### src/rtl/program_loader_pkg.sv
// program_loader_pkg
// Shared definitions for the boot-time program loader: FSM state encoding,
// default word geometry and the running-checksum helpers.
package program_loader_pkg;

    typedef enum logic [2:0] {
        ST_IDLE  = 3'd0,
        ST_RECV  = 3'd1,
        ST_WRITE = 3'd2,
        ST_CHECK = 3'd3,
        ST_RUN   = 3'd4,
        ST_ERROR = 3'd5
    } state_t;

    localparam int DEFAULT_DATA_WIDTH = 32;
    localparam int BYTES_PER_WORD     = DEFAULT_DATA_WIDTH / 8;

    // Seed of the running XOR checksum; the count byte is folded in first.
    localparam logic [7:0] CHECKSUM_INIT = 8'h00;

    // Fold one stream byte into the running checksum.
    function automatic logic [7:0] csum_fold(input logic [7:0] csum, input logic [7:0] b);
        return csum ^ b;
    endfunction

endpackage

### src/rtl/program_loader_word_assembler.sv
// program_loader_word_assembler
// Places incoming stream bytes into lanes of a word, least-significant first.
// Ports:
//   clock, reset      - clock and async active-low reset
//   clear             - synchronous clear of lane index and partial word
//   byte_valid        - a data byte is being accepted this cycle
//   byte_data         - the byte being accepted
//   word_next         - partial word including the byte accepted this cycle
//   word_done         - this byte completes the word
module program_loader_word_assembler #(
    parameter int DATA_WIDTH = 32
) (
    input  logic                  clock,
    input  logic                  reset,
    input  logic                  clear,
    input  logic                  byte_valid,
    input  logic [7:0]            byte_data,
    output logic [DATA_WIDTH-1:0] word_next,
    output logic                  word_done
);

    localparam int BYTES = DATA_WIDTH / 8;
    localparam int IDX_W = (BYTES > 1) ? $clog2(BYTES) : 1;

    logic [IDX_W-1:0]      byte_idx_r;
    logic [DATA_WIDTH-1:0] word_r;

    // Merge the accepted byte into its lane and flag the last lane.
    always_comb begin
        word_next = word_r;
        word_done = 1'b0;
        if (byte_valid) begin
            word_next[{byte_idx_r, 3'b000} +: 8] = byte_data;
            word_done = (byte_idx_r == IDX_W'(BYTES - 1));
        end else begin
            word_next = word_r;
            word_done = 1'b0;
        end
    end

    // Lane index and partial word; the index wraps to 0 after the last lane.
    always_ff @(posedge clock or negedge reset) begin
        if (!reset) begin
            byte_idx_r <= '0;
            word_r     <= '0;
        end else if (clear) begin
            byte_idx_r <= '0;
            word_r     <= '0;
        end else if (byte_valid) begin
            word_r     <= word_next;
            byte_idx_r <= word_done ? '0 : byte_idx_r + IDX_W'(1'b1);
        end else begin
            byte_idx_r <= byte_idx_r;
            word_r     <= word_r;
        end
    end

endmodule

### src/rtl/program_loader.sv
// program_loader
// Holds the CPU in reset while a program image arrives as a byte stream
// (count byte, N little-endian words, XOR checksum byte), writes each word
// to unified memory and releases the CPU once the checksum matches.
// Ports:
//   clock, reset                - clock, async active-low reset
//   in_valid/in_data/in_ready   - byte stream handshake
//   reload                      - re-enter load mode (honoured in RUN/ERROR)
//   mem_write_enable/address/data - memory write port (values held when idle)
//   cpu_reset                   - active-high hold of the CPU
//   load_done / load_error      - image verified / checksum mismatch
module program_loader #(
    parameter int DATA_WIDTH = 32,
    parameter int ADDR_WIDTH = 8,
    parameter int BASE_ADDR  = 0
) (
    input  logic                  clock,
    input  logic                  reset,
    input  logic                  in_valid,
    input  logic [7:0]            in_data,
    output logic                  in_ready,
    input  logic                  reload,
    output logic                  mem_write_enable,
    output logic [ADDR_WIDTH-1:0] mem_address,
    output logic [DATA_WIDTH-1:0] mem_write_data,
    output logic                  cpu_reset,
    output logic                  load_done,
    output logic                  load_error
);
    import program_loader_pkg::*;

    state_t                state_r, state_next_s;
    logic [7:0]            count_r, count_next_s;
    logic [7:0]            word_idx_r, word_idx_next_s;
    logic [7:0]            csum_r, csum_next_s;
    logic                  mem_we_r, mem_we_next_s;
    logic [ADDR_WIDTH-1:0] mem_addr_r, mem_addr_next_s;
    logic [DATA_WIDTH-1:0] mem_data_r, mem_data_next_s;
    logic                  cpu_reset_r, cpu_reset_next_s;
    logic                  load_done_r, load_done_next_s;
    logic                  load_error_r, load_error_next_s;

    logic                  in_ready_s;
    logic                  accept_s;
    logic                  asm_clear_s;
    logic                  asm_valid_s;
    logic [DATA_WIDTH-1:0] word_next_s;
    logic                  word_done_s;

    // Ready is a pure decode of the current state.
    always_comb begin
        in_ready_s = 1'b0;
        case (state_r)
            ST_IDLE, ST_RECV, ST_CHECK: in_ready_s = 1'b1;
            default:                    in_ready_s = 1'b0;
        endcase
    end

    assign accept_s    = in_valid && in_ready_s;
    assign asm_clear_s = (state_r == ST_IDLE);
    assign asm_valid_s = accept_s && (state_r == ST_RECV);

    program_loader_word_assembler #(
        .DATA_WIDTH (DATA_WIDTH)
    ) u_word_assembler (
        .clock      (clock),
        .reset      (reset),
        .clear      (asm_clear_s),
        .byte_valid (asm_valid_s),
        .byte_data  (in_data),
        .word_next  (word_next_s),
        .word_done  (word_done_s)
    );

    // Next-state and next-output logic of the load FSM.
    always_comb begin
        state_next_s      = state_r;
        count_next_s      = count_r;
        word_idx_next_s   = word_idx_r;
        csum_next_s       = csum_r;
        mem_we_next_s     = 1'b0;
        mem_addr_next_s   = mem_addr_r;
        mem_data_next_s   = mem_data_r;
        cpu_reset_next_s  = cpu_reset_r;
        load_done_next_s  = load_done_r;
        load_error_next_s = load_error_r;
        case (state_r)
            ST_IDLE: begin
                if (accept_s) begin
                    count_next_s    = in_data;
                    csum_next_s     = csum_fold(CHECKSUM_INIT, in_data);
                    word_idx_next_s = 8'd0;
                    state_next_s    = (in_data == 8'd0) ? ST_CHECK : ST_RECV;
                end else begin
                    state_next_s = ST_IDLE;
                end
            end
            ST_RECV: begin
                if (accept_s) begin
                    csum_next_s = csum_fold(csum_r, in_data);
                    if (word_done_s) begin
                        // Launch the write so it appears the cycle after the last byte.
                        state_next_s    = ST_WRITE;
                        mem_we_next_s   = 1'b1;
                        mem_addr_next_s = ADDR_WIDTH'(BASE_ADDR) + ADDR_WIDTH'(word_idx_r);
                        mem_data_next_s = word_next_s;
                    end else begin
                        state_next_s = ST_RECV;
                    end
                end else begin
                    state_next_s = ST_RECV;
                end
            end
            ST_WRITE: begin
                if (word_idx_r == (count_r - 8'd1)) begin
                    state_next_s = ST_CHECK;
                end else begin
                    word_idx_next_s = word_idx_r + 8'd1;
                    state_next_s    = ST_RECV;
                end
            end
            ST_CHECK: begin
                if (accept_s) begin
                    if (in_data == csum_r) begin
                        state_next_s     = ST_RUN;
                        cpu_reset_next_s = 1'b0;
                        load_done_next_s = 1'b1;
                    end else begin
                        state_next_s      = ST_ERROR;
                        cpu_reset_next_s  = 1'b1;
                        load_error_next_s = 1'b1;
                    end
                end else begin
                    state_next_s = ST_CHECK;
                end
            end
            ST_RUN, ST_ERROR: begin
                if (reload) begin
                    state_next_s      = ST_IDLE;
                    cpu_reset_next_s  = 1'b1;
                    load_done_next_s  = 1'b0;
                    load_error_next_s = 1'b0;
                end else begin
                    state_next_s = state_r;
                end
            end
            default: begin
                state_next_s      = ST_IDLE;
                cpu_reset_next_s  = 1'b1;
                load_done_next_s  = 1'b0;
                load_error_next_s = 1'b0;
            end
        endcase
    end

    // State and registered outputs.
    always_ff @(posedge clock or negedge reset) begin
        if (!reset) begin
            state_r      <= ST_IDLE;
            count_r      <= 8'd0;
            word_idx_r   <= 8'd0;
            csum_r       <= CHECKSUM_INIT;
            mem_we_r     <= 1'b0;
            mem_addr_r   <= '0;
            mem_data_r   <= '0;
            cpu_reset_r  <= 1'b1;
            load_done_r  <= 1'b0;
            load_error_r <= 1'b0;
        end else begin
            state_r      <= state_next_s;
            count_r      <= count_next_s;
            word_idx_r   <= word_idx_next_s;
            csum_r       <= csum_next_s;
            mem_we_r     <= mem_we_next_s;
            mem_addr_r   <= mem_addr_next_s;
            mem_data_r   <= mem_data_next_s;
            cpu_reset_r  <= cpu_reset_next_s;
            load_done_r  <= load_done_next_s;
            load_error_r <= load_error_next_s;
        end
    end

    assign in_ready         = in_ready_s;
    assign mem_write_enable = mem_we_r;
    assign mem_address      = mem_addr_r;
    assign mem_write_data   = mem_data_r;
    assign cpu_reset        = cpu_reset_r;
    assign load_done        = load_done_r;
    assign load_error       = load_error_r;

endmodule

### config.mk
export PLATFORM = sky130hd
export DESIGN_NAME = program_loader
export DESIGN_NICKNAME = d
export VERILOG_FILES = /design/src/rtl/program_loader_pkg.sv /design/src/rtl/program_loader_word_assembler.sv /design/src/rtl/program_loader.sv
export SDC_FILE = /design/constraint.sdc
export NUM_CORES = 1
export LEC_CHECK = 0
export BUFFER_PORTS_ARGS = -buffer_cell sky130_fd_sc_hd__buf_4
export CAP_MARGIN = 20
export CORE_MARGIN = 3
export CORE_UTILIZATION = 46
export DETAILED_ROUTE_END_ITERATION = 10
export PLACE_DENSITY = 0.66
export SYNTH_ARGS = -nofsm -noshare
export SYNTH_HDL_FRONTEND = slang
export SYNTH_SLANG_ARGS = --single-unit
### constraint.sdc
create_clock -name clock -period 3.15 [get_ports clock]
set_input_delay 0.1575 -clock clock [delete_from_list [all_inputs] [get_ports clock]]
set_output_delay 0.1575 -clock clock [all_outputs]
set_load 0.005 [all_outputs]
* Word level (Yosys, flattened, before mapping)
Cells that the tools add are included.
** Word-level totals
- Input bits :: 12
- Flip-flop bits (word level) :: 105
- Output and inout port bits :: 45
** Operators by class
- Reduce and logical (&&, ||, !) cells :: 17
- Shift operators :: 2
- Bitwise operators :: 2
- Eq/ne operators :: 15
- Muxes and demuxes :: 38
- Add/sub/neg operators :: 4
** Operators with widths (number)
- 32-bit two-way mux :: 3
- 32-bit bitwise mux :: 1
- 8-bit two-way mux :: 4
- 8-bit case mux with 2 select lines :: 2
- 8-bit by 7-bit variable shift with 32-bit output, first input constant :: 1
- 8-bit by 7-bit variable part select with 32-bit output :: 1
- 8-bit equality test :: 2
- 3-bit case mux with 5 select lines :: 1
- 1-bit two-way mux :: 14
- 2-bit two-way mux :: 7
- 2-bit inequality test, second input constant :: 7
- 3-bit AND reduction :: 4
- 3-bit two-way mux :: 3
- 1-bit case mux with 3 select lines :: 3
- 8-bit by 1-bit adder with 8-bit output, second input constant :: 1
- 8-bit logical NOT :: 1
- 4-bit AND reduction :: 2
- 8-bit by 1-bit subtractor with 8-bit output, second input constant :: 1
- 8-bit bitwise XOR :: 1
- 5-bit negation with 7-bit output :: 1
- 3-bit by 2-bit equality test with 1-bit output, second input constant :: 2
- 3-bit equality test, second input constant :: 2
- 2-bit nonzero test :: 3
- 3-bit OR reduction :: 2
- 8 further kinds :: 9

* Depth between registers and ports, before layout
Gate-level depths: netlist of the first run.
- Word-level depth :: 9
- Gate-level depth with buffers :: 9

* Cells and area by module
Synthesis of the first run repeated with hierarchy kept, for this count alone.
** Second synthesis, totals
- Cells, all modules :: 545
- Area, all modules :: 5293.8 um^2
** Modules (own cells, without submodules)
- program_loader :: area an instance 3331.9 um^2, cells an instance 384, instances 1
- program_loader_word_assembler :: area an instance 1961.9 um^2, cells an instance 161, instances 1

* Worst setup path before layout of the first run
No wires, ideal clock.
- Path kind :: register -> register
- Start point :: reg count_r[0]
- End point :: reg word_idx_r[6]
- Setup slack :: 1065 ps
- Required time :: 3071 ps
- Arrival :: 2006 ps
- Stages on the path, launching flop included :: 9
- Cells stage by stage :: dfrtp_1 > inv_1 > ha_1 > xnor2_1 > and4b_1 > a41oi_1 > nand2_1 > a2111oi_0 > mux2i_1
** Between the ends
- Longest elaborated chain between the ends :: 4
** Ends and longest elaborated chain
- start: declaration :: RTL line program_loader.sv:33 : logic [7:0] count_r, count_next_s;
- start signal: assignment :: RTL line program_loader.sv:171 : count_r <= count_next_s;
- 8-bit by 1-bit subtractor with 8-bit output :: RTL line program_loader.sv:115 : if (word_idx_r == (count_r - 8'd1)) begin
- 8-bit equality test :: RTL line program_loader.sv:115
- 2-bit inequality test (no source line)
- 3-bit AND reduction (no source line)
- end signal: assignment :: RTL line program_loader.sv:172 : word_idx_r <= word_idx_next_s;
- end: declaration :: RTL line program_loader.sv:34 : logic [7:0] word_idx_r, word_idx_next_s;
Every way passes these cells.
A chain may end at the register's enable or synchronous reset.

* Worst setup path in the final report of the first run
- Start point :: reg state_r[2]
- End point :: reg mem_data_r[5] (netlist: mem_write_data[5])
** Between the ends
- Longest elaborated chain between the ends :: 7
- Elaborated cells between the ends (all ways) :: 10
** Ends and longest elaborated chain
- start: declaration :: RTL line program_loader.sv:32 : state_t state_r, state_next_s;
- start signal: assignment :: RTL line program_loader.sv:170 : state_r <= state_next_s;
- 3-bit by 1-bit equality test with 1-bit output (tied with other cells) :: RTL line program_loader.sv:53, program_loader.sv:61, program_loader.sv:87
- 3-bit OR reduction :: RTL line program_loader.sv:53 : case (state_r)
- 1-bit two-way mux :: RTL line program_loader.sv:53
- 1-bit logical AND :: RTL line program_loader.sv:59 : assign accept_s = in_valid && in_ready_s;
- 1-bit logical AND :: RTL line program_loader.sv:61 : assign asm_valid_s = accept_s && (state_r == ST_RECV);
- 1-bit two-way mux :: RTL line program_loader_word_assembler.sv:32 : if (byte_valid) begin
- 3-bit AND reduction (no source line)
- end signal: assignment :: RTL line program_loader.sv:176 : mem_data_r <= mem_data_next_s;
- end: declaration :: RTL line program_loader.sv:38 : logic [DATA_WIDTH-1:0] mem_data_r, mem_data_next_s;
Parallel ways exist; a longest one is shown, timed or not.

==> run metrics, run 1 <==
outcome finished, final reports clean; slowest stage delay, CP 0.70 ns; Slew Limit Fails 0; share of the synthesized area in the top cell type 51.5%; placeable core area 0.00982 sq mm; I/O pin count 57; crit path buf inv count 0; critical path required time 3.41 ns; TritonCTS clock tree built; HPWL after DPL 6820 um; Vias/cell 5.56; Die W 107 um; clock transition at the registers of the reported paths 0.09 ns; ys flop type dfrtp_1; EDFF count, synth 0; Area Overhead vs Synth 14.3%; H-tree depth 3; DR vias 3433; Yosys top cell by area dfrtp_1; multi-input combinational cell area 0.00204 sq mm; num rows 36; largest net degree at the start of global routing 97; synth warn 0; fill cell count 905; Initial Util 47.5%; top-count cell post-synth dfrtp_1; chip height 107 um; CP startpoint kind register; Synth Register Bits 97; Nets 499; Avg Inst Size Synth 10.6 sq um; Period minus WS final 2.70 ns; kind of critical path reg2reg; post_cts resized 0; Final Skew 0.00975 ns; pwr dens 763 mW/mm^2; initial antenna violation count 0; synth cell count leaders 96 x dfrtp_1, 74 x nand2_1, 35 x o21ai_0; first-pass GRT wire length 17200 um; Post-Syn Instances 439; ANT nets after route 0; setup TNS 0 ns; Max Cap Viol 0; layout cells sized above 1 20.0%; port bufs 56; ys async rst share 100%; die area 0.0114 sq mm; DR pass1 iterations 4; measured slew at the worst slew-check pin 0.852 ns; TritonCTS Sinks 97; syn_nets 458; Avg WL per Cell 16.6 um; register area 0.00243 sq mm; Max IR drop VDD 0.351 mV; GRT Util Overall 18.8%; hold path cells 4; Critical Path End Type register; Iter 0 DRT Violations 219; crit path cell chain nor3b_4 -> and2_4 -> nand2_2 -> nor4b_4 -> a22oi_1 -> o21ai_0; CTS Buf Count 9; ANT cells 0; Worst-Skew Late Latency 0.35 ns; Slowest-stage cell, CP nor4b_4; Worst path depth 6; HP Class in2reg; Tcrit/Tclk final 85.6%; Netlist cell types 47; total gr overflow 0; Final Util 54.3%; mapped cell area 0.00466 sq mm; Slew headroom 43.0%; leakage power 0.00241 uW; final hold viol count 0; worst-path fanout max 16; # DRC 0; sequential-to-total area share from yosys stat 52.1%; maximum clock insertion buffer count 2; ranking of synthesized cells by area dfrtp_1 52%, a22o_1 6.0%, nand2_1 6.0%; RSZ-0062 raised after global routing no; fmax 0.371 GHz; RePlAce Congestion 0.794; Root Driver clkbuf_8; final setup vio count 0; reg2reg path depth 6; delay-heaviest family, CP simple AND/OR/NAND/NOR gates; WL final 10300 um; CP arrival 2.96 ns; vias in the first global route 3320
-- area by class of cell --
| cell class | instances | share of cell area (%) |
|---|---|---|
| inverter | 7 | 0.493 |
| timing repair buffer | 59 | 8.59 |
| tap | 133 | 3.12 |
| multi-input combinational | 306 | 38.4 |
| clock buffer | 11 | 2.65 |
| clock inverter | 5 | 1.20 |
| sequential | 97 | 45.6 |
-- worst min-delay path, stage by stage --
cell and delay [ns]:
buf_4 0.09, nor2_1 0.06, nand2_1 0.06, o21ai_0 0.07
-- per-stage QoR --
stage	cell area (sq um)	cells	setup slack (ns)	hold slack [ns]	power [uW]
2_1_floorplan	4660	439	1.06	-0.138	2780
3_3_place_gp	5110	601	0.656	-0.0485	3210
3_5_place_dp	5110	601	0.480	-0.0493	3260
4_1_cts	5330	618	0.462	0.108	4090
5_1_grt	5330	618	0.178	0.108	4350
6_report	5330	618	0.453	0.123	4070
-- where the power goes --
part | switching [uW] | internal (uW)
Clock | 439 | 395
Combinational | 742 | 638
Sequential | 299 | 1550
Total | 1480 | 2590
-- worst paths after layout --
path                                    startpoint                 end  slack [ns]
max in group asynchronous                    reset           cpu_reset        2.31
worst max register to register          state_r[2]   mem_write_data[5]        0.45
worst max-delay path                    state_r[2]   mem_write_data[5]        0.45
min in group asynchronous                    reset      mem_address[4]        0.14
worst min-delay path                        reload          state_r[2]        0.12
worst min register to register  mem_write_data[21]  mem_write_data[21]        0.49
-- cell families after synthesis --
kind of cell	share of synthesized area, %
XOR/XNOR	3.19
multiplexers	3.68
buffers and inverters	4.05
adder cells (fa/ha/maj)	1.88
flip-flops	52.1
AND/OR/NAND/NOR	15.1
AO/OA/AOI/OAI	20.0
-- metal layers --
metal  up-vias  part of all wire, %  track usage (%)
met5         -                    0                0
met4         0                  1.0             4.66
met3         6                  3.3             2.77
met2        63                   45             27.2
met1      1682                   51             29.8
li1       1682                    -                -
-- cells in the final DEF (no fill, tap or decap), types with 2 or more instances in the layout --
cell type	netlist	routed
a31oi_1	3	3
nand3b_1	2	2
a311oi_1	8	8
ha_1	7	7
nor3_1	8	8
a22o_1	32	32
o21ai_2	2	2
nor2_1	16	16
a22oi_2	2	2
xor2_1	9	9
nand3_1	7	7
a22oi_1	23	23
nand2_2	3	3
a211oi_1	2	2
mux2i_1	7	7
a21oi_1	15	15
inv_1	7	7
nor4_1	6	6
mux2_2	9	9
clkbuf_8	0	10
nand2_1	74	74
nor3b_1	2	2
nor4b_4	3	3
nand2b_1	6	6
dfrtp_1	96	96
clkinv_4	0	2
o21ai_0	35	35
xnor2_1	8	8
buf_4	0	57
nand4_1	2	2
-- repair_timing --
| item | CTS | global route |
|---|---|---|
| buffers inserted | 0 | 0 |
| hold buffers | 1 | 0 |
| endpoints found under the hold margin | 96 | 0 |
-- sequential cells by signal, indices dropped and copies added, names as in the netlist --
register / count
mem_address: 8
csum_r: 8
word_idx_r: 8
u_word_assembler.byte_idx_r: 2
state_r: 3
count_r: 8
load_done: 1
cpu_reset: 1
mem_write_data: 32
mem_write_enable: 1
load_error: 1
u_word_assembler.word_r: 24
No activity file was read; power rests on OpenSTA's default activity.
==> run 2: changes to the inputs <==
--- a/config.mk
+++ b/config.mk
@@ -5,6 +5,7 @@
 export SDC_FILE = /design/constraint.sdc
 export NUM_CORES = 1
 export LEC_CHECK = 0
+export ABC_AREA = 1
 export BUFFER_PORTS_ARGS = -buffer_cell sky130_fd_sc_hd__buf_4
 export CAP_MARGIN = 20
 export CORE_MARGIN = 3
==> run metrics, run 2 <==
# DRC 0 (unchanged); Synth Register Bits 97 (unchanged); top-count cell post-synth nand2_1 (was dfrtp_1); Slowest-stage cell, CP dfrtp_1 (was nor4b_4); Period minus WS final 2.38 ns (was 2.70 ns); maximum clock insertion buffer count 2 (unchanged); first-pass GRT wire length 17700 um (was 17200 um); final hold viol count 0 (unchanged); EDFF count, synth 0 (unchanged); Root Driver clkbuf_8 (unchanged); Die W 106 um (was 107 um); Slew headroom 46.2% (was 43.0%); min setup slack post-route 0.766 ns (was 0.453 ns); share of the synthesized area in the top cell type 51.8% (was 51.5%); RSZ-0062 raised after global routing no (unchanged); sequential-to-total area share from yosys stat 52.4% (was 52.1%); ys async rst share 100% (unchanged); Max Cap Viol 0 (unchanged); synth cell count leaders 150 x nand2_1, 96 x dfrtp_1, 58 x nor2_1 (was 96 x dfrtp_1, 74 x nand2_1, 35 x o21ai_0); kind of critical path reg2reg (unchanged); initial antenna violation count 0 (unchanged); Tcrit/Tclk final 75.7% (was 85.6%); clock transition at the registers of the reported paths 0.09 ns (about the same); GRT Util Overall 19.5% (was 18.8%); final setup vio count 0 (unchanged); met3 Use GR 3.76% (was 2.77%); outcome finished, final reports clean (unchanged); pwr dens 761 mW/mm^2 (was 763 mW/mm^2); I/O pin count 57 (unchanged); most common cell after layout, fill and taps aside nand2_1 (was dfrtp_1); gr busiest metal met2 (was met1); Netlist cell types 33 (was 47); vias in the first global route 3717 (was 3320); Max IR drop VDD 0.338 mV (was 0.351 mV); met1 Usage GRT 24.2% (was 29.8%); TritonCTS clock tree built (unchanged); CP arrival 2.66 ns (was 2.96 ns); clock share of power 21.8% (was 20.5%); met2 Use GR 34.8% (was 27.2%); Slew Limit Fails 0 (unchanged); HPWL after DPL 7470 um (was 6820 um); leakage power 0.00256 uW (was 0.00241 uW); post-CTS setup buffers 0 (unchanged); Iter 0 DRT Violations 206 (was 219); Post-Syn Instances 546 (was 439); layout cells sized above 1 17.3% (was 20.0%); Comb pwr share 35.6% (was 33.9%); Area Overhead vs Synth 16.1% (was 14.3%); H-tree depth 3 (unchanged); ys flop type dfrtp_1 (unchanged); ANT nets after route 0 (unchanged); measured slew at the worst slew-check pin 0.806 ns (was 0.852 ns); Avg Inst Size Synth 8.49 sq um (was 10.6 sq um); Avg WL per Cell 14.2 um (was 16.6 um); total gr overflow 0 (unchanged); sw power 1560 uW (was 1480 uW); die area 0.0113 sq mm (was 0.0114 sq mm); largest net degree at the start of global routing 54 (was 97); worst-path fanout max 17 (was 16); DR vias 3681 (was 3433); Yosys top cell by area dfrtp_1 (unchanged); num rows 36 (unchanged); TritonCTS Sinks 97 (unchanged); share of power burned in registers 42.6% (was 45.5%); Critical Path End Type register (unchanged); Nets 615 (was 499); ranking of synthesized cells by area dfrtp_1 52%, nand2_1 12%, nor2_1 4.7% (was dfrtp_1 52%, a22o_1 6.0%, nand2_1 6.0%); Pint 2530 uW (was 2590 uW); chip height 106 um (was 107 um); setup TNS 0 ns (unchanged); Initial Util 47.4% (was 47.5%); RePlAce Congestion 0.823 (was 0.794); ANT cells 0 (unchanged); HP Class in2reg (unchanged); slowest stage delay, CP 0.68 ns (was 0.70 ns); Final Skew 0.0107 ns (was 0.00975 ns); syn_nets 565 (was 458); fmax 0.419 GHz (was 0.371 GHz); most frequent cells in the layout 150 x nand2_1, 96 x dfrtp_1, 59 x buf_4 (was 96 x dfrtp_1, 74 x nand2_1, 57 x buf_4); mapped cell area 0.00463 sq mm (was 0.00466 sq mm); CTS Buf Count 9 (unchanged); synth warn 0 (unchanged); Sw Ratio 38.2% (was 36.4%); CP startpoint kind register (unchanged); placeable core area 0.00977 sq mm (was 0.00982 sq mm); crit path cell chain inv_1 -> ha_1 -> inv_1 -> nand2_1 -> nor2_1 -> nand2_1 -> nor2_1 -> a21oi_1 -> o21ai_0 (was nor3b_4 -> and2_4 -> nand2_2 -> nor4b_4 -> a22oi_1 -> o21ai_0); Vias/cell 5.01 (was 5.56); port bufs 56 (unchanged); critical path required time 3.42 ns (was 3.41 ns); Place WS 0.798 ns (was 0.480 ns); Worst-Skew Late Latency 0.36 ns (was 0.35 ns); DR pass1 iterations 5 (was 4); max reg flops 32 (unchanged); post_cts resized 0 (unchanged); WL final 10400 um (was 10300 um)
run 2: cell count changes in the layout (fill, tap and decap cells not counted), sizes merged, moves of 6 or more:
cell	previous run	this run
nand2	78	157
nor2	16	69
inv	8	48
a22o	32	0
a22oi	25	0
nand3	7	30
o21ai	37	47
mux2	9	0
a311oi	8	0
mux2i	7	0
nand2b	6	0
o22ai	1	7
run 2: timing repair:
item / 4_1_cts / 5_1_grt
hold buffers: 1 / 0
endpoints found under the setup margin: 0 / 0
hold endpoints to repair: 43 / 0
run 2: area by class of cell:
type	count	area, sq um
fill	930	4390
sequential	97	2430
multi-input combinational	381	1920
timing repair buffer	61	473
inverter	46	173
tap	133	166
clock buffer	10	128
clock inverter	6	90.1
run 2: per-stage QoR:
stage / area (sq um) / power, uW / util [%] / std cells / hold slack (ns)
2_1_floorplan: 4630 / 2770 / - / 546 / -0.138
3_3_place_gp: 5150 / 3180 / 52.7 / 717 / 0.206
3_5_place_dp: 5150 / 3230 / 52.7 / 717 / 0.205
4_1_cts: 5380 / 4130 / 55.1 / 734 / 0.0502
5_1_grt: 5380 / 4410 / 55.1 / 734 / 0.0576
6_report: 5380 / 4090 / 55.1 / 734 / 0.0589
run 2: per-layer routing:
layer / vias up / share of wire (%)
met2: 67 / 51
met3: 9 / 3.9
met4: 0 / 1.3
met1: 1762 / 44
li1: 1843 / -
met5: - / 0
run 2: power by group through the flow:
stage          Combinational (uW)  Clock [uW]  Sequential, uW
3_3_place_gp                 1420           0            1760
6_report                     1460         893            1740
4_1_cts                      1470         908            1750
2_1_floorplan                1060           0            1710
5_1_grt                      1660         964            1790
3_5_place_dp                 1460           0            1770
run 2: logic make-up (layout without fill, tap and decap cells):
logic type,after synthesis,after routing,share of synthesized area [%]
simple gates,270,270,25.9
flops,97,97,52.4
compound gates,82,82,9.56
buf+inv,68,123,6.08
xor+xnor,22,22,4.16
fa+ha+maj,7,7,1.89
run 2: path summary, 6_finish.rpt:
kind,startpoint,endpoint,slack (ns),cells past startpoint
worst min-delay path,in_valid,state_r[2],0.06,3
worst max register to register,u_word_assembler.byte_idx_r[0],mem_write_data[1],0.77,9
worst max-delay path,u_word_assembler.byte_idx_r[0],mem_write_data[1],0.77,9
worst min register to register,mem_address[7],mem_address[7],0.50,2
min in group asynchronous,reset,mem_write_data[3],0.34,2
max in group asynchronous,reset,u_word_assembler.byte_idx_r[1],2.13,3
run 2: worst max-delay path: cells and delay by family, from the launching register on:
| kind | cells | cell delay (ns) |
|---|---|---|
| simple gates | 4 | 0.70 |
| compound gates | 2 | 0.23 |
| flops | 1 | 0.68 |
| fa+ha+maj | 1 | 0.38 |
| buf+inv | 2 | 0.30 |
